File: src/rtl/ocm_pkg.sv
// ocm_pkg: shared defaults and arbiter state encoding for the OCM channel arbiter.
package ocm_pkg;
    localparam int OCM_ADDR_W    = 14;
    localparam int OCM_DATA_W    = 64;
    localparam int OCM_DEPTH     = 8960;
    localparam int OCM_MAX_BEATS = 16;

    // Encoding doubles as the one-hot grant output.
    typedef enum logic [1:0] {
        IDLE = 2'b00,
        GNT0 = 2'b01,
        GNT1 = 2'b10
    } state_t;
endpackage

File: src/rtl/ocm_rsp_tracker.sv
// ocm_rsp_tracker: one-deep read/error response pipeline that steers each
// response back to the requester that issued the beat.
module ocm_rsp_tracker #(
    parameter int DATA_W = 64
) (
    input  logic              clk,
    input  logic              reset_n,
    input  logic              i_acc,
    input  logic              i_rd,
    input  logic              i_oor,
    input  logic              i_owner,
    input  logic [DATA_W-1:0] i_mem_rdata,
    output logic [1:0]        o_rvalid,
    output logic [1:0]        o_err,
    output logic [DATA_W-1:0] o_rdata0,
    output logic [DATA_W-1:0] o_rdata1
);
    logic r_valid, r_err, r_owner;
    logic w_rv, w_er;

    always_ff @(posedge clk) begin
        if (!reset_n) begin
            r_valid <= 1'b0;
            r_err   <= 1'b0;
            r_owner <= 1'b0;
        end else begin
            r_valid <= i_acc && i_rd;
            r_err   <= i_acc && i_oor;
            r_owner <= i_owner;
        end
    end

    assign w_rv     = reset_n && r_valid;
    assign w_er     = reset_n && r_err;
    assign o_rvalid = {w_rv && r_owner, w_rv && !r_owner};
    assign o_err    = {w_er && r_owner, w_er && !r_owner};
    // Out-of-range reads return zero instead of whatever the memory drives.
    assign o_rdata0 = (o_rvalid[0] && !r_err) ? i_mem_rdata : '0;
    assign o_rdata1 = (o_rvalid[1] && !r_err) ? i_mem_rdata : '0;
endmodule

File: src/rtl/ocm_channel_arbiter.sv
// ocm_channel_arbiter: two-requester round-robin arbiter with a beat-count
// fairness limit, multiplexed onto a single on-chip memory port.
module ocm_channel_arbiter
    import ocm_pkg::*;
#(
    parameter int ADDR_W    = OCM_ADDR_W,
    parameter int DATA_W    = OCM_DATA_W,
    parameter int DEPTH     = OCM_DEPTH,
    parameter int MAX_BEATS = OCM_MAX_BEATS
) (
    input  logic                clk,
    input  logic                reset_n,
    input  logic                rq0_valid,
    output logic                rq0_ready,
    input  logic                rq0_write,
    input  logic [ADDR_W-1:0]   rq0_addr,
    input  logic [DATA_W-1:0]   rq0_wdata,
    input  logic [DATA_W/8-1:0] rq0_byteen,
    output logic                rq0_rvalid,
    output logic [DATA_W-1:0]   rq0_rdata,
    output logic                rq0_err,
    input  logic                rq1_valid,
    output logic                rq1_ready,
    input  logic                rq1_write,
    input  logic [ADDR_W-1:0]   rq1_addr,
    input  logic [DATA_W-1:0]   rq1_wdata,
    input  logic [DATA_W/8-1:0] rq1_byteen,
    output logic                rq1_rvalid,
    output logic [DATA_W-1:0]   rq1_rdata,
    output logic                rq1_err,
    output logic [ADDR_W-1:0]   mem_address,
    output logic                mem_chipselect,
    output logic                mem_write,
    output logic [DATA_W-1:0]   mem_writedata,
    output logic [DATA_W/8-1:0] mem_byteenable,
    output logic                mem_clken,
    input  logic [DATA_W-1:0]   mem_readdata,
    output logic [1:0]          grant
);
    localparam int BE_W = DATA_W / 8;
    localparam int CW   = $clog2(MAX_BEATS + 1);

    state_t            r_state, w_next;
    logic              r_ptr, w_ptr_next;
    logic [CW-1:0]     r_cnt, w_cnt_inc, w_cnt_next;
    logic [ADDR_W-1:0] r_addr;
    logic              w_busy, w_own, w_sv, w_ov, w_acc, w_write, w_oor, w_release;
    logic [ADDR_W-1:0] w_addr;
    logic [DATA_W-1:0] w_wdata;
    logic [BE_W-1:0]   w_be;
    logic [1:0]        w_rvalid, w_err;

    assign w_busy  = (r_state == GNT0) || (r_state == GNT1);
    assign w_own   = (r_state == GNT1);
    assign w_sv    = w_own ? rq1_valid : rq0_valid;
    assign w_ov    = w_own ? rq0_valid : rq1_valid;
    assign w_acc   = reset_n && w_busy && w_sv;
    assign w_write = w_own ? rq1_write : rq0_write;
    assign w_addr  = w_own ? rq1_addr : rq0_addr;
    assign w_wdata = w_own ? rq1_wdata : rq0_wdata;
    assign w_be    = w_own ? rq1_byteen : rq0_byteen;
    assign w_oor   = 32'(w_addr) >= DEPTH;

    // Count includes the beat taken this cycle so the hand-over lands right after the last allowed beat.
    assign w_cnt_inc = (w_acc && r_cnt != CW'(MAX_BEATS)) ? r_cnt + CW'(1) : r_cnt;
    assign w_release = !w_sv || (w_cnt_inc == CW'(MAX_BEATS) && w_ov);

    always_comb begin
        w_next     = r_state;
        w_ptr_next = r_ptr;
        w_cnt_next = w_cnt_inc;
        if (!w_busy) begin
            w_cnt_next = '0;
            w_next     = (rq0_valid && rq1_valid) ? (r_ptr ? GNT1 : GNT0) :
                         rq0_valid ? GNT0 : rq1_valid ? GNT1 : IDLE;
        end else if (w_release) begin
            w_next     = w_ov ? (w_own ? GNT0 : GNT1) : IDLE;
            w_ptr_next = !w_own;
            w_cnt_next = '0;
        end
    end

    always_ff @(posedge clk) begin
        if (!reset_n) begin
            r_state <= IDLE;
            r_ptr   <= 1'b0;
            r_cnt   <= '0;
            r_addr  <= '0;
        end else begin
            r_state <= w_next;
            r_ptr   <= w_ptr_next;
            r_cnt   <= w_cnt_next;
            r_addr  <= mem_address;
        end
    end

    assign rq0_ready      = w_acc && !w_own;
    assign rq1_ready      = w_acc && w_own;
    assign mem_chipselect = w_acc && !w_oor;
    assign mem_write      = mem_chipselect && w_write;
    assign mem_address    = !reset_n ? '0 : (w_acc ? w_addr : r_addr);
    assign mem_writedata  = w_acc ? w_wdata : '0;
    assign mem_byteenable = w_acc ? w_be : '0;
    assign mem_clken      = reset_n;
    assign grant          = reset_n ? 2'(r_state) : 2'b00;

    ocm_rsp_tracker #(.DATA_W(DATA_W)) u_rsp (
        .clk         (clk),
        .reset_n     (reset_n),
        .i_acc       (w_acc),
        .i_rd        (!w_write),
        .i_oor       (w_oor),
        .i_owner     (w_own),
        .i_mem_rdata (mem_readdata),
        .o_rvalid    (w_rvalid),
        .o_err       (w_err),
        .o_rdata0    (rq0_rdata),
        .o_rdata1    (rq1_rdata)
    );

    assign rq0_rvalid = w_rvalid[0];
    assign rq1_rvalid = w_rvalid[1];
    assign rq0_err    = w_err[0];
    assign rq1_err    = w_err[1];
endmodule
File: config.mk
export PLATFORM = sky130hd
export DESIGN_NAME = ocm_channel_arbiter
export DESIGN_NICKNAME = d
export VERILOG_FILES = /design/src/rtl/ocm_pkg.sv /design/src/rtl/ocm_rsp_tracker.sv /design/src/rtl/ocm_channel_arbiter.sv
export SDC_FILE = /design/constraint.sdc
export NUM_CORES = 1
export LEC_CHECK = 0
export CORE_AREA = 5 5 180 182
export DETAILED_ROUTE_END_ITERATION = 8
export DIE_AREA = 0 0 185 187
export PLACE_DENSITY = 0.49
export SLEW_MARGIN = 20
export SYNTH_ARGS = -nofsm -noshare
export SYNTH_HDL_FRONTEND = slang
export SYNTH_SLANG_ARGS = --single-unit
File: constraint.sdc
create_clock -name clk -period 2.5 [get_ports clk]
set_clock_uncertainty 0.05 [all_clocks]
set_input_delay 0.25 -clock clk [delete_from_list [all_inputs] [get_ports clk]]
set_output_delay 0.25 -clock clk [all_outputs]
set_load 0.02 [all_outputs]
==> flow_summary.ini <==
[cts]
cts_root_buffer = clkbuf_16
ctsHtreeMaxLevel = 1
numCtsBuffers = 3
clock_latency_ns = 0.26
cts.reportedPaths.clkPinSlew_ns = 0.08
cts_tree = built
clock_sinks = 25
cts_hold_buf = 0
clk_path_buf_depth = 2

[critical_path]
cp.required_ns = 2.20
critical_path.startpoint_type = input pin
r2r-start = r_state[0]
critPathSlowestCell = clkdlybuf4s50_1
worstSetupEndpoint = mem_writedata[11]
critPathKind = input pin to primary output
arrival_ns = 2.13
r2r-end = r_ptr
critPathLaunch = reset_n
worst_setup_path_end_kind = primary output
cp_max_fo = 12
critPathMaxStageDelay_ns = 0.51
reg2regPathDepth = 9
worstPathCellList = clkdlybuf4s50_1, buf_12, nor2b_1, and3_2, buf_12, buf_4, a22o_1, dlygate4sd2_1
path_common_cell = buf_12
r2r_slack_ns = 0.15

[route]
antenna_left = 0
post_drt_wl_per_cell_um = 18.7
dr.first_iter.drc_count = 158
drc = 0
drt_wl_total_um = 24300
via_per_inst = 3.90
vias = 5073
drt_pass1_iterations = 4

[floorplan]
die_h_um = 187
core_area_um2 = 30400
num_rows = 64
ios = 467
die_area_um2 = 34600
initial_utilization_pct = 10.4
fp.dieW_um = 185

[placed_design]
place_congestion = 0.764
hpwl_um = 20700
dp_cells = 1285
io_buffers = 466

[global_routing]
track_usage_pct = 12.9
grt_start_max_net_pins = 48
grt_pass1_vias = 5360
grt_overflow = 0
grt_pass1_wl_um = 34500
antenna_found_initial = 4

[synthesis]
synth_warnings = 0
netlist_area_um2 = 3160
synth_cell_types = 46
mappedNetlistNets = 656
synth_edf_count = 0
yosysTopAreaCellShare_pct = 25.7
synth.avg_cell_area_um2 = 7.69
syn_inst = 411
synth_async_sr_flop_share_pct = 0
synth_ff_type = dfxtp_1
synth_seq_cells = 25
synth_area_leaders = and2_1, a22o_1, dfxtp_1, o211a_1, mux2i_1
ys_seq_area_share_pct = 15.8
synth_top_area_cell = and2_1

[sta]
max_slew_margin_pct = 67.0
hold_viol_final = 0
setup_viol = 0
tightest_slew_ns = 0.489
fin_crit_ns = 2.43
timing.fmax_mhz = 412
hold_slack_ns = 0.439
fin_tns_setup_ns = 0
finalCritPeriodShare_pct = 97.0
rsz0062_at_grt = yes
maxSlewViolCount = 0

[finish]
mostFrequentLayoutCells = clkdlybuf4s50_1, dlygate4sd2_1, and2_1
syn_to_final_growth_pct = 176
nNetsFinal = 1147
drive_above_1_share_pct = 16.8
finalNonFillerCells = 1300
utilization_pct = 28.7
final_common_cell = clkdlybuf4s50_1

[job]
drv_cap = 0

[min_path]
hold_path_class = register to register
hp-start = r_addr[9]

[power]
powerDensity_nw_per_um2 = 240
peakVddDrop_v = 0.000209
p_leak_nw = 4.49

[outcome]
status = completed
-- worst max-delay path: cells and delay by family --
family | cells | cell delay [ns]
AOI/OAI and AO/OA | 1 | 0.15
buffers and inverters | 5 | 1.32
and+or+nand+nor | 2 | 0.39
-- repair_timing --
action                                  4_1_cts  5_1_grt
gates cloned                                  2        1
endpoints found under the hold margin         0        0
resized for setup                           323       39
buffers inserted                              4        2
endpoints found under the setup margin      195       70
pin swaps                                     1        3
-- area by class of cell --
class                      count  area (µm²)
clock buffer                   3        75.1
clock inverter                 1        7.51
sequential                    25         502
multi-input combinational    335        2520
inverter                       5        18.8
antenna                        3        7.51
timing repair buffer         532        5100
tap                          396         495
fill                        3341       21700
-- per-stage QoR --
stage,setup WS (ns),area [µm²],power [mW]
after floorplan,0.0743,3160,0.934
after CTS,-0.129,8780,2.13
after detailed placement,-0.227,8780,1.77
after global placement,-0.221,8780,1.77
after global routing,-0.0258,8720,2.22
final,0.0750,8730,2.09
-- per-layer routing --
metal / up-vias / track usage (%) / wire length (µm)
met5: - / 0 / 13
met4: 2 / 1.38 / 208
met3: 14 / 4.63 / 2820
met2: 300 / 24.8 / 12500
met1: 2294 / 13.8 / 8740
li1: 2463 / - / -
-- synth_stat cells, types with 2 or more instances --
master and number:
and2_1 130, a22o_1 72, clkbuf_1 36, dfxtp_1 25, o211a_1 22, mux2i_1 18
nand2_1 16, nor2_1 9, o21ai_0 8, nand3_1 7, nor3_1 6, buf_2 5
inv_1 5, nor2b_1 5, and3_1 4, a21oi_1 3, buf_6 3, ha_1 3
nand2b_1 3, xnor2_1 3, a211oi_1 2, xor2_1 2
-- cells by family (layout without fill, tap and decap cells) --
family,count (synthesis),in the layout,share of synthesized area (%)
other cells,0,3,0
buf+inv,51,541,7.08
mux,21,21,6.96
simple gates,190,190,36.0
compound gates,116,116,31.6
fa+ha+maj,3,3,1.19
flops,25,25,15.8
xor+xnor,5,5,1.39
-- worst min-delay path by stage --
stage | to | slack, ns | cells past startpoint
2_1_floorplan | r_state[0] | 0.39 | 2
3_3_place_gp | r_addr[9] | 0.41 | 2
6_report | r_addr[9] | 0.44 | 2
3_5_place_dp | r_addr[9] | 0.43 | 2
4_1_cts | r_addr[9] | 0.45 | 2
5_1_grt | r_addr[13] | 0.47 | 2
-- power breakdown --
part / total (mW) / switching (mW) / internal (mW)
Sequential: 0.455 / 0.0226 / 0.433
Clock: 0.373 / 0.155 / 0.218
Combinational: 1.27 / 0.529 / 0.738
Total: 2.09 / 0.707 / 1.39
-- sequential cells by signal (all words and copies together), names as in the netlist --
signal,count
r_addr,14
r_cnt,5
r_state,2
r_ptr,1
u_rsp.r_err,1
u_rsp.r_owner,1
u_rsp.r_valid,1
Note: power is estimated with default switching activity, not from simulation.
==> RTL edit 1, RTL diff (config.mk and constraints unchanged) <==
Change the package constant `OCM_ADDR_W` from 14 to 12.
--- a/src/rtl/ocm_pkg.sv
+++ b/src/rtl/ocm_pkg.sv
@@ -1,5 +1,5 @@
 // ocm_pkg: shared defaults and arbiter state encoding for the OCM channel arbiter.
 package ocm_pkg;
-    localparam int OCM_ADDR_W    = 14;
+    localparam int OCM_ADDR_W    = 12;
     localparam int OCM_DATA_W    = 64;
     localparam int OCM_DEPTH     = 8960;
Ports: changed (resized mem_address, rq0_addr and rq1_addr); port bits go from 467 to 461. The function was not compared with the original's and may differ.
==> RTL edit 1 against the unedited design <==
Worst setup slack is essentially flat; total power grew 15%; design area down 1.7%; sequential share of layout area is 0.60 points lower; sequential cell count fell by 3; area after synthesis down 11%; count of clock-buffer cells in the layout stayed put; routed wire length down 5.4%; critical endpoint is now mem_writedata[50]; largest cell class unchanged; largest power group unchanged.
==> RTL edit 1: results (changes against the unedited design) <==
metric	value	unit	change
Worst Path Arrival	2.13	ns	about the same
internal power	1.60	mW	+15%
Root Buffer	clkbuf_16		
Crit Path Max Fanout	24		+12
top cells by area, synth	and2_1 (29%), a22o_1 (22%), dfxtp_1 (16%)		
Distinct cells, synth	41		-11%
reg-to-reg slack, setup	0.08	ns	-0.07 ns
met1 Usage GRT	14.3	%	+0.50 points
met2 WL	11500	um	-7.7%
Top Registers	r_addr: 12 flops, r_cnt: 5 flops, r_state: 2 flops		
layout cell share with drive strength beyond 1	16.2	%	-0.54 points
status	complete, no violations		
DR WL/cell	18.3	um	-1.9%
share of power burned in registers	17.3	%	-4.4 points
post_cts resized	185		-43%
worst IR drop on VDD	303	uV	+45%
Iteration-0 DRC Markers	164		+3.8%
asr flop ratio synth	0	%	unchanged
port bufs	458		-1.7%
Cells after Synth	370		-10%
Adder-Cell Fraction of Synth Area	1.33	%	+0.15 points
dpl hpwl	19900	um	-4.2%
GR peak layer	met2		
initial antenna violation count	3		-1
number of global-route vias before repair	4754		-11%
routability cong.	0.874		+14%
met2 Track Usage GR	21.9	%	-2.9 points
part of the power in the clock network	18.9	%	+1.1 points
hold_ws	0.469	ns	+0.0300 ns
post-synthesis sequential area ratio	15.6	%	-0.18 points
Commonest cells post-synth	and2_1 (130), a22o_1 (72), clkbuf_1 (29)		
Post-layout nets	1099		-4.2%
Setup Fix Bufs, Post-CTS	27		+23
crit path max-delay cell type	dlygate4sd2_1		
global-route wire length before repair	32100	um	-7.1%
# fillers	3269		-2.2%
mean number of vias per cell	3.71		-5.0%
DRT met1 WL	9100	um	+4.1%
TritonRoute pass-1 iters	5		+1
DP Cell Count	1220		-5.1%
post-synthesis mux area share	2.27	%	-4.7 points
Num CTS Buffers	3		unchanged
Global Route Usage Sum	12.0	%	-0.90 points
Clk pin slew, worst setup/hold paths	0.06	ns	-0.02 ns
complex-gate fraction of the synthesized area	30.6	%	-1.0 points
dpl cell area	8160	um^2	-7.0%
Post-Route WL	23000	um	-5.4%
Clock group	0.455	mW	+22%
GRT met3 Usage	2.99	%	-1.6 points
Largest stage delay, worst path	0.34	ns	-0.17 ns
XOR/XNOR Fraction of Synth Area	1.24	%	-0.14 points
largest net degree at the start of global routing	66		+38%
met3 WL post-DR	1980	um	-30%
CP top delay family	buffers and inverters		
Static Leak	4.14	nW	-7.9%
## RTL edit 1: cell count changes after synthesis, sizes merged, moves of 3 or more
| cell | before | now |
|---|---|---|
| a222oi | 0 | 12 |
| nor2b | 5 | 18 |
| and2b | 0 | 6 |
| clkbuf | 36 | 29 |
| dfxtp | 25 | 22 |
| and3 | 4 | 1 |
| buf | 10 | 13 |
| mux2i | 19 | 6 |
| o211a | 22 | 0 |
| nand2 | 16 | 3 |
| nand2b | 4 | 1 |
## RTL edit 1: area by class of cell
class                           instances  area [um^2]  area share (%)
Timing Repair Buffer                  524         5290            61.7
Multi-Input combinational cell        300         2210            25.8
Tap cell                              396          495            5.78
Sequential cell                        22          442            5.15
Clock buffer                            3         75.1           0.875
Clock inverter                          1         30.0           0.350
Inverter                                7         26.3           0.306
Antenna cell                            1         2.50          0.0292
## RTL edit 1: kinds of logic (layout without fill, tap and decap cells)
group | Yosys count | count (layout)
adders and majority gates | 3 | 3
muxes | 6 | 6
and+or+nand+nor | 186 | 186
AOI/OAI and AO/OA | 99 | 99
other | 1 | 3
xor gates and xnor gates | 4 | 4
buffers and inverters | 49 | 535
DFF | 22 | 22
## RTL edit 1: through the flow
stage	util, %	setup slack (ns)
finish	28.2	0.0746
global route	28.2	-0.0461
floorplan	-	0.0873
CTS	27.8	-0.129
detailed placement	26.8	-0.210
global placement	26.8	-0.179
## RTL edit 1: path summary, 6_finish.rpt
| path | startpoint | endpoint | cells after the start |
|---|---|---|---|
| max | r_state[0] | mem_writedata[50] | 8 |
| min | r_addr[0] | r_addr[0] | 2 |
| max reg2reg | r_state[0] | r_addr[8] | 14 |
| min reg2reg | r_addr[0] | r_addr[0] | 2 |
==> RTL edit 2, RTL diff (config.mk and constraints unchanged) <==
Without the edit above. `r_addr` no longer has a reset.
--- a/src/rtl/ocm_channel_arbiter.sv
+++ b/src/rtl/ocm_channel_arbiter.sv
@@ -86,11 +86,13 @@
             r_ptr   <= 1'b0;
             r_cnt   <= '0;
-            r_addr  <= '0;
         end else begin
             r_state <= w_next;
             r_ptr   <= w_ptr_next;
             r_cnt   <= w_cnt_next;
-            r_addr  <= mem_address;
         end
+    end
+
+    always_ff @(posedge clk) begin
+        r_addr <= mem_address;
     end
 
Behaviour: unchanged (Yosys induction, for registers that start in step).
==> RTL edit 2 against the unedited design <==
Design area is 3.4% lower; sequential cell count stayed put; worst setup slack better by 0.053 ns; die area stayed put; area after synthesis is 3.9% lower; total power is 4.0% higher; global-route usage is 1.0 points lower; routed wire length is 6.8% lower.
==> RTL edit 2: results (changes against the unedited design) <==
metric	value	unit	change
DR WL/cell	18.0	um	-3.7%
CP top delay family	simple AND/OR/NAND/NOR gates		
largest net degree at the start of global routing	65		+35%
worst-margin pin slew	0.403	ns	-0.0856 ns
crit path max-delay cell type	or4b_4		
post-synthesis sequential area ratio	16.5	%	+0.65 points
DP Cell Count	1252		-2.6%
top cells by area, synth	and2_1 (27%), a22o_1 (21%), dfxtp_1 (16%)		
Worst Path Arrival	2.07	ns	-0.06 ns
Tmin final	2.37	ns	-0.0533 ns
Post-layout nets	1108		-3.4%
Distinct cells, synth	40		-13%
dpl hpwl	19600	um	-5.3%
status	complete, no violations		
routability cong.	0.855		+12%
Global Route Usage Sum	11.9	%	-1.0 points
routed vias	4744		-6.5%
initial antenna violation count	1		-3
Commonest cells post-synth	and2_1 (129), a22o_1 (72), clkbuf_1 (30)		
# fillers	3348		+0.21%
mean area per synthesized cell	7.77	um^2	+1.0%
Synthesized Nets	636		-3.0%
worst IR drop on VDD	277	uV	+33%
Iteration-0 DRC Markers	127		-20%
R2R Path End	r_state[0]		
Static Leak	4.25	nW	-5.3%
mean number of vias per cell	3.77		-3.4%
number of global-route vias before repair	4955		-7.6%
Setup crit start kind	flop		
RTL edit 2: cell types whose count changed after synthesis, sizes merged, moves of 3 or more:
cell,change
o211a,-11
nand2,+4
o21ai,-4
inv,+3
clkbuf,-6
RTL edit 2: what timing repair did:
action | in CTS | in global routing
gates resized for setup | 213 | 24
pin swaps | 0 | 2
hold endpoints to repair | 0 | 0
gates cloned | 1 | 0
setup endpoints to repair | 203 | 23
buffers inserted | 1 | 0
RTL edit 2: logic make-up after synthesis:
family,Yosys count,synth area share [%]
AND/OR/NAND/NOR,189,37.2
AO/OA/AOI/OAI,100,29.2
buffers and inverters,49,7.50
flip-flops,25,16.5
multiplexers,21,7.21
XOR/XNOR,4,1.15
adder cells (fa/ha/maj),3,1.24
RTL edit 2: how the worst min path moves through the flow:
stage	startpoint	end	slack, ns	cells past startpoint
2_1_floorplan	rq1_valid	r_state[1]	0.37	2
3_3_place_gp	r_ptr	r_ptr	0.42	2
3_5_place_dp	r_ptr	r_ptr	0.43	2
4_1_cts	r_ptr	r_ptr	0.44	2
5_1_grt	r_addr[6]	r_addr[6]	0.46	1
6_report	r_ptr	r_ptr	0.43	2
RTL edit 2: through the flow:
stage	power, mW	cell area, um^2
6_report	2.18	8430
3_5_place_dp	1.90	8520
3_3_place_gp	1.90	8520
4_1_cts	2.21	8420
2_1_floorplan	1.03	3040
5_1_grt	2.31	8430
RTL edit 2: final cells by class:
type / count / area [um^2] / area share (%)
clock buffers: 4 / 78.8 / 0.935
inverters: 8 / 30.0 / 0.356
well taps: 396 / 495 / 5.88
repair buffers: 508 / 4960 / 58.8
multi-input cells: 317 / 2360 / 28.0
flip-flops and latches: 25 / 502 / 5.95
RTL edit 2: power breakdown:
part	total (mW)	internal [mW]	leakage, nW	switching [mW]
sequential	0.464	0.442	0.204	0.0222
clock	0.370	0.218	0.0382	0.151
combinational	1.34	0.755	4.01	0.590
RTL edit 2: layer usage:
metal  vias up  part of all wire (%)  GRT usage, %
li1       2330                     -             -
met1      2117                    37          13.2
met2       281                    50          22.1
met3        14                    12          4.14
met4         2                   1.2          1.69
met5         -                 0.031             0
RTL edit 2: worst register-to-register path, cell delays in order (launching register included):
cell and delay, ns:
dfxtp_1 0.34, inv_2 0.05, ha_4 0.22, nand2b_1 0.18, buf_4 0.16, buf_4 0.13, o311ai_2 0.28, o41ai_2 0.15
a311oi_2 0.39, mux2i_1 0.23
